<file path="src/rtl/mem_access_unit_pkg.sv">
// ---------------------------------------------------------------------------
// mem_access_unit_pkg
// Shared definitions for the MEM-stage access unit: FSM state encoding,
// the word returned to the pipeline when a bus access times out, and the
// default timeout length used by mem_access_unit / mem_access_timer.
// ---------------------------------------------------------------------------
package mem_access_unit_pkg;

   typedef enum logic [1:0] {
      ST_IDLE = 2'd0,
      ST_BUSY = 2'd1,
      ST_DONE = 2'd2
   } state_t;

   // Load result reported when the bus never answers.
   localparam logic [31:0] BUS_ERR_FILL = 32'hDEAD_BEEF;

   localparam int DEFAULT_TIMEOUT_CYCLES = 16;

endpackage

</file>
<file path="src/rtl/mem_access_timer.sv">
// ---------------------------------------------------------------------------
// mem_access_timer
// Counts BUSY cycles that pass without a bus acknowledge and flags the cycle
// in which the TIMEOUT_CYCLES-th such cycle occurs. Only instantiated when
// MEM_ACCESS_TIMEOUT_EN is defined.
//
// Ports:
//   clk      in   rising-edge clock
//   reset    in   asynchronous active-low reset
//   start    in   a new access is being issued (clears the count)
//   busy     in   the access unit is waiting for the bus
//   ack      in   bus acknowledge for the current cycle
//   expired  out  this BUSY cycle is the last one allowed without ack
// ---------------------------------------------------------------------------
module mem_access_timer #(
   parameter int TIMEOUT_CYCLES = 16
) (
   input  logic clk,
   input  logic reset,
   input  logic start,
   input  logic busy,
   input  logic ack,
   output logic expired
);

   localparam int CW = $clog2(TIMEOUT_CYCLES + 1);

   logic [CW-1:0] count;

   // Number of no-ack BUSY cycles already seen in the current access.
   always_ff @(posedge clk or negedge reset) begin
      if (!reset) begin
         count <= {CW{1'b0}};
      end else if (start) begin
         count <= {CW{1'b0}};
      end else if (busy && !ack) begin
         count <= count + CW'(1'b1);
      end else begin
         count <= count;
      end
   end

   // The current cycle would be the TIMEOUT_CYCLES-th one without an ack.
   assign expired = busy & ~ack & (count == CW'(TIMEOUT_CYCLES - 1));

endmodule

</file>
<file path="src/rtl/mem_access_unit.sv">
// ---------------------------------------------------------------------------
// mem_access_unit
// MEM-stage responder: turns the load/store held in EX/MEM into a req/ack
// transaction on the data bus, stalls the pipeline while the bus is busy,
// returns registered load data and traps misaligned word accesses.
//
// Optional feature: define MEM_ACCESS_TIMEOUT_EN to abort an access after
// TIMEOUT_CYCLES BUSY cycles without ack (o_bus_err pulse, DEAD_BEEF data).
// Without it the unit waits for ack indefinitely and o_bus_err stays 0.
//
// Ports:
//   clk, reset            clock, asynchronous active-low reset
//   i_mem_read/i_mem_write load / store request (both set = store)
//   i_addr, i_wdata       effective address and store data
//   bus_req/we/addr/wdata bus request and latched transaction fields
//   bus_rdata, bus_ack    read data and one-cycle completion strobe
//   o_stall               combinational pipeline freeze
//   o_read_data           last load result
//   o_done                one-cycle completion pulse
//   o_misaligned          one-cycle misaligned-trap pulse
//   o_bad_addr            address of the last trapped access
//   o_bus_err             one-cycle timeout pulse
// ---------------------------------------------------------------------------
module mem_access_unit
   import mem_access_unit_pkg::*;
#(
   parameter int ADDR_WIDTH     = 32,
   parameter int DATA_WIDTH     = 32,
   parameter int TIMEOUT_CYCLES = DEFAULT_TIMEOUT_CYCLES
) (
   input  logic                  clk,
   input  logic                  reset,
   input  logic                  i_mem_read,
   input  logic                  i_mem_write,
   input  logic [ADDR_WIDTH-1:0] i_addr,
   input  logic [DATA_WIDTH-1:0] i_wdata,
   output logic                  bus_req,
   output logic                  bus_we,
   output logic [ADDR_WIDTH-1:0] bus_addr,
   output logic [DATA_WIDTH-1:0] bus_wdata,
   input  logic [DATA_WIDTH-1:0] bus_rdata,
   input  logic                  bus_ack,
   output logic                  o_stall,
   output logic [DATA_WIDTH-1:0] o_read_data,
   output logic                  o_done,
   output logic                  o_misaligned,
   output logic [ADDR_WIDTH-1:0] o_bad_addr,
   output logic                  o_bus_err
);

   state_t                  state, state_nxt;
   logic                    access, aligned, issue, stall_cond, timeout_hit;
   logic                    req_nxt, we_nxt, done_nxt, mis_nxt, err_nxt;
   logic [ADDR_WIDTH-1:0]   addr_nxt, bad_nxt;
   logic [DATA_WIDTH-1:0]   wdata_nxt, rdata_nxt;

   assign access  = i_mem_read | i_mem_write;
   assign aligned = (i_addr[1:0] == 2'b00);

`ifdef MEM_ACCESS_TIMEOUT_EN
   mem_access_timer #(
      .TIMEOUT_CYCLES (TIMEOUT_CYCLES)
   ) u_timer (
      .clk     (clk),
      .reset   (reset),
      .start   (issue),
      .busy    (state == ST_BUSY),
      .ack     (bus_ack),
      .expired (timeout_hit)
   );
`else
   assign timeout_hit = 1'b0;
`endif

   // Stall is gated by reset so every output reads 0 while reset is held.
   assign o_stall = reset & stall_cond;

   // Next-state and next-output logic; registered fields hold by default.
   always_comb begin
      state_nxt  = state;
      stall_cond = 1'b0;
      issue      = 1'b0;
      req_nxt    = bus_req;
      we_nxt     = bus_we;
      addr_nxt   = bus_addr;
      wdata_nxt  = bus_wdata;
      rdata_nxt  = o_read_data;
      bad_nxt    = o_bad_addr;
      done_nxt   = 1'b0;
      mis_nxt    = 1'b0;
      err_nxt    = 1'b0;
      case (state)
         ST_IDLE: begin
            if (access && aligned) begin
               stall_cond = 1'b1;
               issue      = 1'b1;
               req_nxt    = 1'b1;
               we_nxt     = i_mem_write;
               addr_nxt   = i_addr;
               wdata_nxt  = i_wdata;
               state_nxt  = ST_BUSY;
            end else if (access) begin
               // Trapped: no bus activity, the store is dropped.
               mis_nxt = 1'b1;
               bad_nxt = i_addr;
            end else begin
               stall_cond = 1'b0;
            end
         end
         ST_BUSY: begin
            stall_cond = 1'b1;
            // An ack in the timeout cycle takes priority over the error.
            if (bus_ack) begin
               req_nxt   = 1'b0;
               done_nxt  = 1'b1;
               state_nxt = ST_DONE;
               if (!bus_we) begin
                  rdata_nxt = bus_rdata;
               end else begin
                  rdata_nxt = o_read_data;
               end
            end else if (timeout_hit) begin
               req_nxt   = 1'b0;
               done_nxt  = 1'b1;
               err_nxt   = 1'b1;
               state_nxt = ST_DONE;
               if (!bus_we) begin
                  rdata_nxt = DATA_WIDTH'(BUS_ERR_FILL);
               end else begin
                  rdata_nxt = o_read_data;
               end
            end else begin
               state_nxt = ST_BUSY;
            end
         end
         ST_DONE: begin
            // EX/MEM advances at this edge; the still-visible request
            // belongs to the access just completed and is not reissued.
            state_nxt = ST_IDLE;
         end
         default: begin
            req_nxt   = 1'b0;
            state_nxt = ST_IDLE;
         end
      endcase
   end

   // State and registered outputs.
   always_ff @(posedge clk or negedge reset) begin
      if (!reset) begin
         state        <= ST_IDLE;
         bus_req      <= 1'b0;
         bus_we       <= 1'b0;
         bus_addr     <= {ADDR_WIDTH{1'b0}};
         bus_wdata    <= {DATA_WIDTH{1'b0}};
         o_read_data  <= {DATA_WIDTH{1'b0}};
         o_done       <= 1'b0;
         o_misaligned <= 1'b0;
         o_bad_addr   <= {ADDR_WIDTH{1'b0}};
         o_bus_err    <= 1'b0;
      end else begin
         state        <= state_nxt;
         bus_req      <= req_nxt;
         bus_we       <= we_nxt;
         bus_addr     <= addr_nxt;
         bus_wdata    <= wdata_nxt;
         o_read_data  <= rdata_nxt;
         o_done       <= done_nxt;
         o_misaligned <= mis_nxt;
         o_bad_addr   <= bad_nxt;
         o_bus_err    <= err_nxt;
      end
   end

endmodule

</file>
<file path="config.mk">
export PLATFORM = sky130hd
export DESIGN_NAME = mem_access_unit
export DESIGN_NICKNAME = d
export VERILOG_FILES = /design/src/rtl/mem_access_unit_pkg.sv /design/src/rtl/mem_access_timer.sv /design/src/rtl/mem_access_unit.sv
export SDC_FILE = /design/constraint.sdc
export NUM_CORES = 1
export LEC_CHECK = 0
export CORE_UTILIZATION = 40
export CTS_CLUSTER_DIAMETER = 150
export CTS_CLUSTER_SIZE = 20
export DETAILED_ROUTE_END_ITERATION = 10
export PLACE_DENSITY = 0.77
export SETUP_SLACK_MARGIN = 0.1
export SLEW_MARGIN = 30
export SYNTH_ARGS = -nofsm -noshare
export SYNTH_HDL_FRONTEND = slang
export SYNTH_SLANG_ARGS = --single-unit
export TNS_END_PERCENT = 100
</file>
<file path="constraint.sdc">
create_clock -name clk -period 2.29 [get_ports clk]
set_input_delay 0.229 -clock clk [delete_from_list [all_inputs] [get_ports clk]]
set_output_delay 0.229 -clock clk [all_outputs]
set_load 0.01 [all_outputs]
</file>
# After elaboration in Yosys (flattened, before gate mapping)
# Index checks and enable logic that the tools add are counted.
[op_classes]
n_eq_ne = 4
mux = 13
bitwise = 5
reduce_logical = 7
[ops]
columns = ["operator", "count"]
rows = [
  ["AND reduction 3 bit", 3],
  ["two-way mux 1 bit", 8],
  ["logical NOT 2 bit", 2],
  ["two-way mux 2 bit", 2],
  ["inequality test 2 bit, second input constant", 2],
  ["case mux 2 bit (2 select lines)", 1],
  ["NOT 1 bit", 3],
  ["case mux 1 bit (3 select lines)", 1],
  ["== test 2 x 1 -> 1 bit, second input constant", 1],
  ["== test 2 bit, second input constant", 1],
  ["case mux 1 bit (2 select lines)", 1],
  ["AND reduction 2 bit", 1],
  ["AND 1 bit", 1],
  ["logical AND 1 bit", 1],
  ["OR 1 bit", 1],
]
[totals]
register_bits = 134
input_bits = 101
out_inout_bits = 134
word_cells = 38

# Logic depth before layout (Yosys ltp)
# Gate-level depths: netlist of run 1.
[depth]
depth_word = 5
depth_mapped = 5
depth_no_buf = 3

# Worst setup path before layout of run 1
# Ideal clock, no wire load.
[synth_path]
kind = "reg2reg"
from = "register state[0]"
to = "register bus_wdata[10]"
setup_ps = 125
arrival_time_ps = 1464
required_ps = 2165
path_slack_ps = 701
stages_incl_launch_ff = 5
path_buffers = 2
synth_period_minus_slack_ps = 1589
cell_sequence = "dfrtp_1 nor4b_4 buf_4 buf_6 mux2_2"
[synth_between]
elab_chain_cells = 2
[synth_lines]
columns = ["item", "line", "text"]
rows = [
  ["from (decl)", "mem_access_unit.sv:51", "state_t state, state_nxt;"],
  ["from (signal assigned)", "mem_access_unit.sv:162", "state <= state_nxt;"],
  ["logical NOT 2 bit", "mem_access_unit.sv:92", "case (state)"],
  ["AND reduction 2 bit (no source line)", "--", ""],
  ["to (signal assigned)", "mem_access_unit.sv:155", "bus_wdata <= {DATA_WIDTH{1'b0}};"],
  ["to (signal assigned)", "mem_access_unit.sv:166", "bus_wdata <= wdata_nxt;"],
  ["to (decl)", "mem_access_unit.sv:40", "output logic [DATA_WIDTH-1:0] bus_wdata,"],
]
# Every way passes these cells.
# A chain may end at the register's enable or synchronous reset.

# Worst setup path in the final report of run 1
[layout_path]
from = "input port i_mem_write"
to = "output port o_stall"
[layout_between]
elab_chain_cells = 5
[layout_lines]
columns = ["item", "line", "text"]
rows = [
  ["from (decl)", "mem_access_unit.sv:34", "input logic i_mem_write,"],
  ["OR 1 bit", "mem_access_unit.sv:57", "assign access = i_mem_read | i_mem_write;"],
  ["logical AND 1 bit", "mem_access_unit.sv:94", "if (access && aligned) begin"],
  ["two-way mux 1 bit", "mem_access_unit.sv:94", ""],
  ["case mux 1 bit (2 select lines)", "mem_access_unit.sv:92", ""],
  ["AND 1 bit", "mem_access_unit.sv:76", "assign o_stall = reset & stall_cond;"],
  ["to (decl)", "mem_access_unit.sv:43", "output logic o_stall,"],
]
# Every way passes these cells.

==> results.cfg, run 1 <==
[worst_setup_path]
cpMostUsedCell = clkdlybuf4s50_1
required_ns = 2.06
crit_slowest_cell = clkdlybuf4s50_1
endpoint_kind = primary output
crit_chain = clkdlybuf4s50_1, nor2_1, nor3_1, o211a_1, clkdlybuf4s50_1
critPathKind = in -> out
setup.worst_path.start_class = primary input
path_delay_family = buffers and inverters
cp.arrival_ns = 1.84
crit_path_max_fanout = 3
worst-path-buf-inv = 2
critical-path-max-stage-delay_ns = 0.48

[global_routing]
gr-usage-met3_pct = 9.73
antenna_found_initial = 1
grt_busiest_layer = met2
met2_usage_pct = 32.6
met1_usage_pct = 22.1
grt_overflow_total = 0
grt_pass1_vias = 3712
grt_max_degree = 135
grt_pass1_wl_um = 19400
grt_use_total_pct = 19.6

[drt]
drc_errors = 0
drt_first_pass_iters = 4
viasPerCell = 4.67
vias = 3373
drtIter0Drc = 137
wl_um = 12600
wl_per_cell_um = 17.5
final_antenna_net_count = 0

[floorplanning]
dieArea_um2 = 13500
die_w_um = 116
fp.dieH_um = 116
core_area_um2 = 12700
placementRows = 41
initial_core_util_pct = 41.1
io_pins = 235

[synthesis]
yosys_warnings = 0
synth-compound-area-share_pct = 0.553
synthFlopType = dfrtp_1
synth_most_common_cell = dfrtp_1
synth_edf_count = 0
synthSimpleGateAreaFrac_pct = 2.14
synth-seq-cells = 134
synth_fp_nets = 394
yosysTopAreaCellShare_pct = 64.4
yosys.area_share.adder_pct = 0
synthDistinctLibCells = 22
ys_seq_area_share_pct = 64.4
synth_mux_area_share_pct = 29.6
synth.area.top_cells = dfrtp_1 (64%), mux2_2 (21%), mux2_4 (8.7%)
yosysTopAreaCell = dfrtp_1
synthTopCellsByCount = dfrtp_1 (134), mux2_2 (96), mux2_4 (30), buf_4 (5), buf_6 (4)
synth_xor_area_share_pct = 0
async_flop_share_pct = 100
synth_top_family_by_area = multiplexers
synth_cells = 293
synth_area_um2 = 5200
syn_avg_cell_area_um2 = 17.8

[min_path]
hp-class = in -> reg

[clocking]
cts-htree-levels = 4
clock_latency_ns = 0.41
post_cts_buffers = 0
numCtsBuffers = 17
clk_pin_slew_ns = 0.06
cts_sinks = 134
cts_tree = done
clockBufferDepth = 2
clockRootBuffer = clkbuf_16

[timing]
holdWs_ns = 0.430
hold_violations = 0
maxSlewHeadroom_pct = 50.9
timing.final.crit_share_pct = 90.5
maxSlewViolCount = 0
finalSetupViolCount = 0
period_minus_slack_ns = 2.07
rsz0062_at_grt = no
finalClockSkew_ns = 0.00433
tns_ns = 0
worst_pin_slew_ns = 0.736
clock.fmax_mhz = 482

[place]
gp_congestion = 0.684
placedCellCount = 689
numPortBuffers = 233
place_area_um2 = 7700
dp_hpwl_um = 8700

[pwr]
ir_worst_vdd_v = 0.000594
power_density_nw_per_um2 = 1130
power.leakage_nw = 3.46

[layout]
regArea_um2 = 3350
multi_input_area_um2 = 1690
fin_area_um2 = 8280
postLayoutCoreUtil_pct = 65.3
layout.cells.non_filler = 723
nFillCells = 960
area_delta_synth_final_pct = 59.0
nNetsFinal = 638
drive_gt1_share_pct = 30.4

[run_status]
status = completed

[flow_run]
max_cap_violations = 0
-- cells by family (layout without fill, tap and decap cells) --
family | Yosys count | after routing
DFF | 134 | 134
muxes | 127 | 127
buffers and inverters | 17 | 274
and+or+nand+nor | 11 | 11
AOI/OAI and AO/OA | 3 | 3
other | 1 | 2
-- cells in the final DEF (no fill, tap or decap), types with 2 or more instances in the layout --
cell type / n
mux2_4: 30
clkinv_2: 6
clkbuf_16: 17
bufinv_16: 2
clkdlybuf4s50_1: 232
buf_12: 5
dfrtp_1: 134
mux2_2: 96
clkinvlp_4: 2
inv_1: 2
clkbuf_1: 4
nor2b_1: 3
-- registers in the layout, summed over array words and instances (netlist names) --
register      cells
bus_wdata        32
bus_req           1
o_bad_addr       32
o_misaligned      1
o_done            1
bus_addr         32
bus_we            1
o_read_data      32
state             2
-- layer usage --
metal	vias to the layer above	part of all wire, %
met1	1702	39
met5	-	0
li1	1514	-
met2	146	50
met4	0	1.1
met3	11	9.9
-- layout make-up --
class	count	area share [%]
sequential	134	40.5
timing repair buffer	240	29.6
multi-input combinational	142	20.4
clock buffer	22	5.49
tap	172	2.60
clock inverter	10	1.27
inverter	2	0.0907
antenna	1	0.0302
-- final timing paths --
check / start / slack (ns) / end / depth (start not counted)
min reg2reg: o_bad_addr[4] / 0.49 / o_bad_addr[4] / 1
max: i_mem_write / 0.22 / o_stall / 5
max in group asynchronous: reset / 1.19 / o_read_data[15] / 3
min: i_wdata[0] / 0.43 / bus_wdata[0] / 2
max reg2reg: state[0] / 0.54 / bus_addr[27] / 3
min in group asynchronous: reset / 0.53 / bus_addr[8] / 3
-- per-stage QoR --
| step | power [mW] | worst slack [ns] |
|---|---|---|
| after CTS | 9.46 | 0.184 |
| after detailed placement | 6.80 | 0.214 |
| after global routing | 9.82 | 0.109 |
| after global placement | 6.72 | 0.270 |
| final | 9.35 | 0.217 |
| after floorplan | 4.85 | 0.701 |
-- timing repair --
| action | 4_1_cts | 5_1_grt |
|---|---|---|
| gates resized for setup | 0 | 0 |
| hold endpoints to repair | 134 | 0 |
| hold buffers | 1 | 0 |
-- where the power goes --
| part | leakage [nW] | internal (mW) | switching (mW) | total [mW] |
|---|---|---|---|---|
| combinational | 1.60 | 2.15 | 1.09 | 3.24 |
| sequential | 1.59 | 3.12 | 0.409 | 3.52 |
| clock | 0.273 | 1.62 | 0.969 | 2.59 |
| total | 3.46 | 6.88 | 2.47 | 9.35 |
-- worst register-to-register path, cell delays in order (launching register included) --
cell and delay, ns:
dfrtp_1 0.49, nor4b_4 0.47, buf_12 0.28, mux2_2 0.39
(Power assumes the default switching activity.)
==> inputs of run 2 (changes only) <==
--- a/config.mk
+++ b/config.mk
@@ -5,6 +5,7 @@
 export SDC_FILE = /design/constraint.sdc
 export NUM_CORES = 1
 export LEC_CHECK = 0
+export ABC_CLOCK_PERIOD_IN_PS = 2290
 export CORE_UTILIZATION = 40
 export CTS_CLUSTER_DIAMETER = 150
 export CTS_CLUSTER_SIZE = 20
==> results of run 2 <==
Final layout, timing and power as in run 1 (identical DEF).
==> inputs of run 3 (changes only) <==
--- a/config.mk
+++ b/config.mk
@@ -12,6 +12,7 @@
 export DETAILED_ROUTE_END_ITERATION = 10
 export PLACE_DENSITY = 0.77
 export SETUP_SLACK_MARGIN = 0.1
+export SKIP_LAST_GASP = 1
 export SLEW_MARGIN = 30
 export SYNTH_ARGS = -nofsm -noshare
 export SYNTH_HDL_FRONTEND = slang
==> results of run 3 <==
Final layout, timing and power as in run 1 (identical DEF).
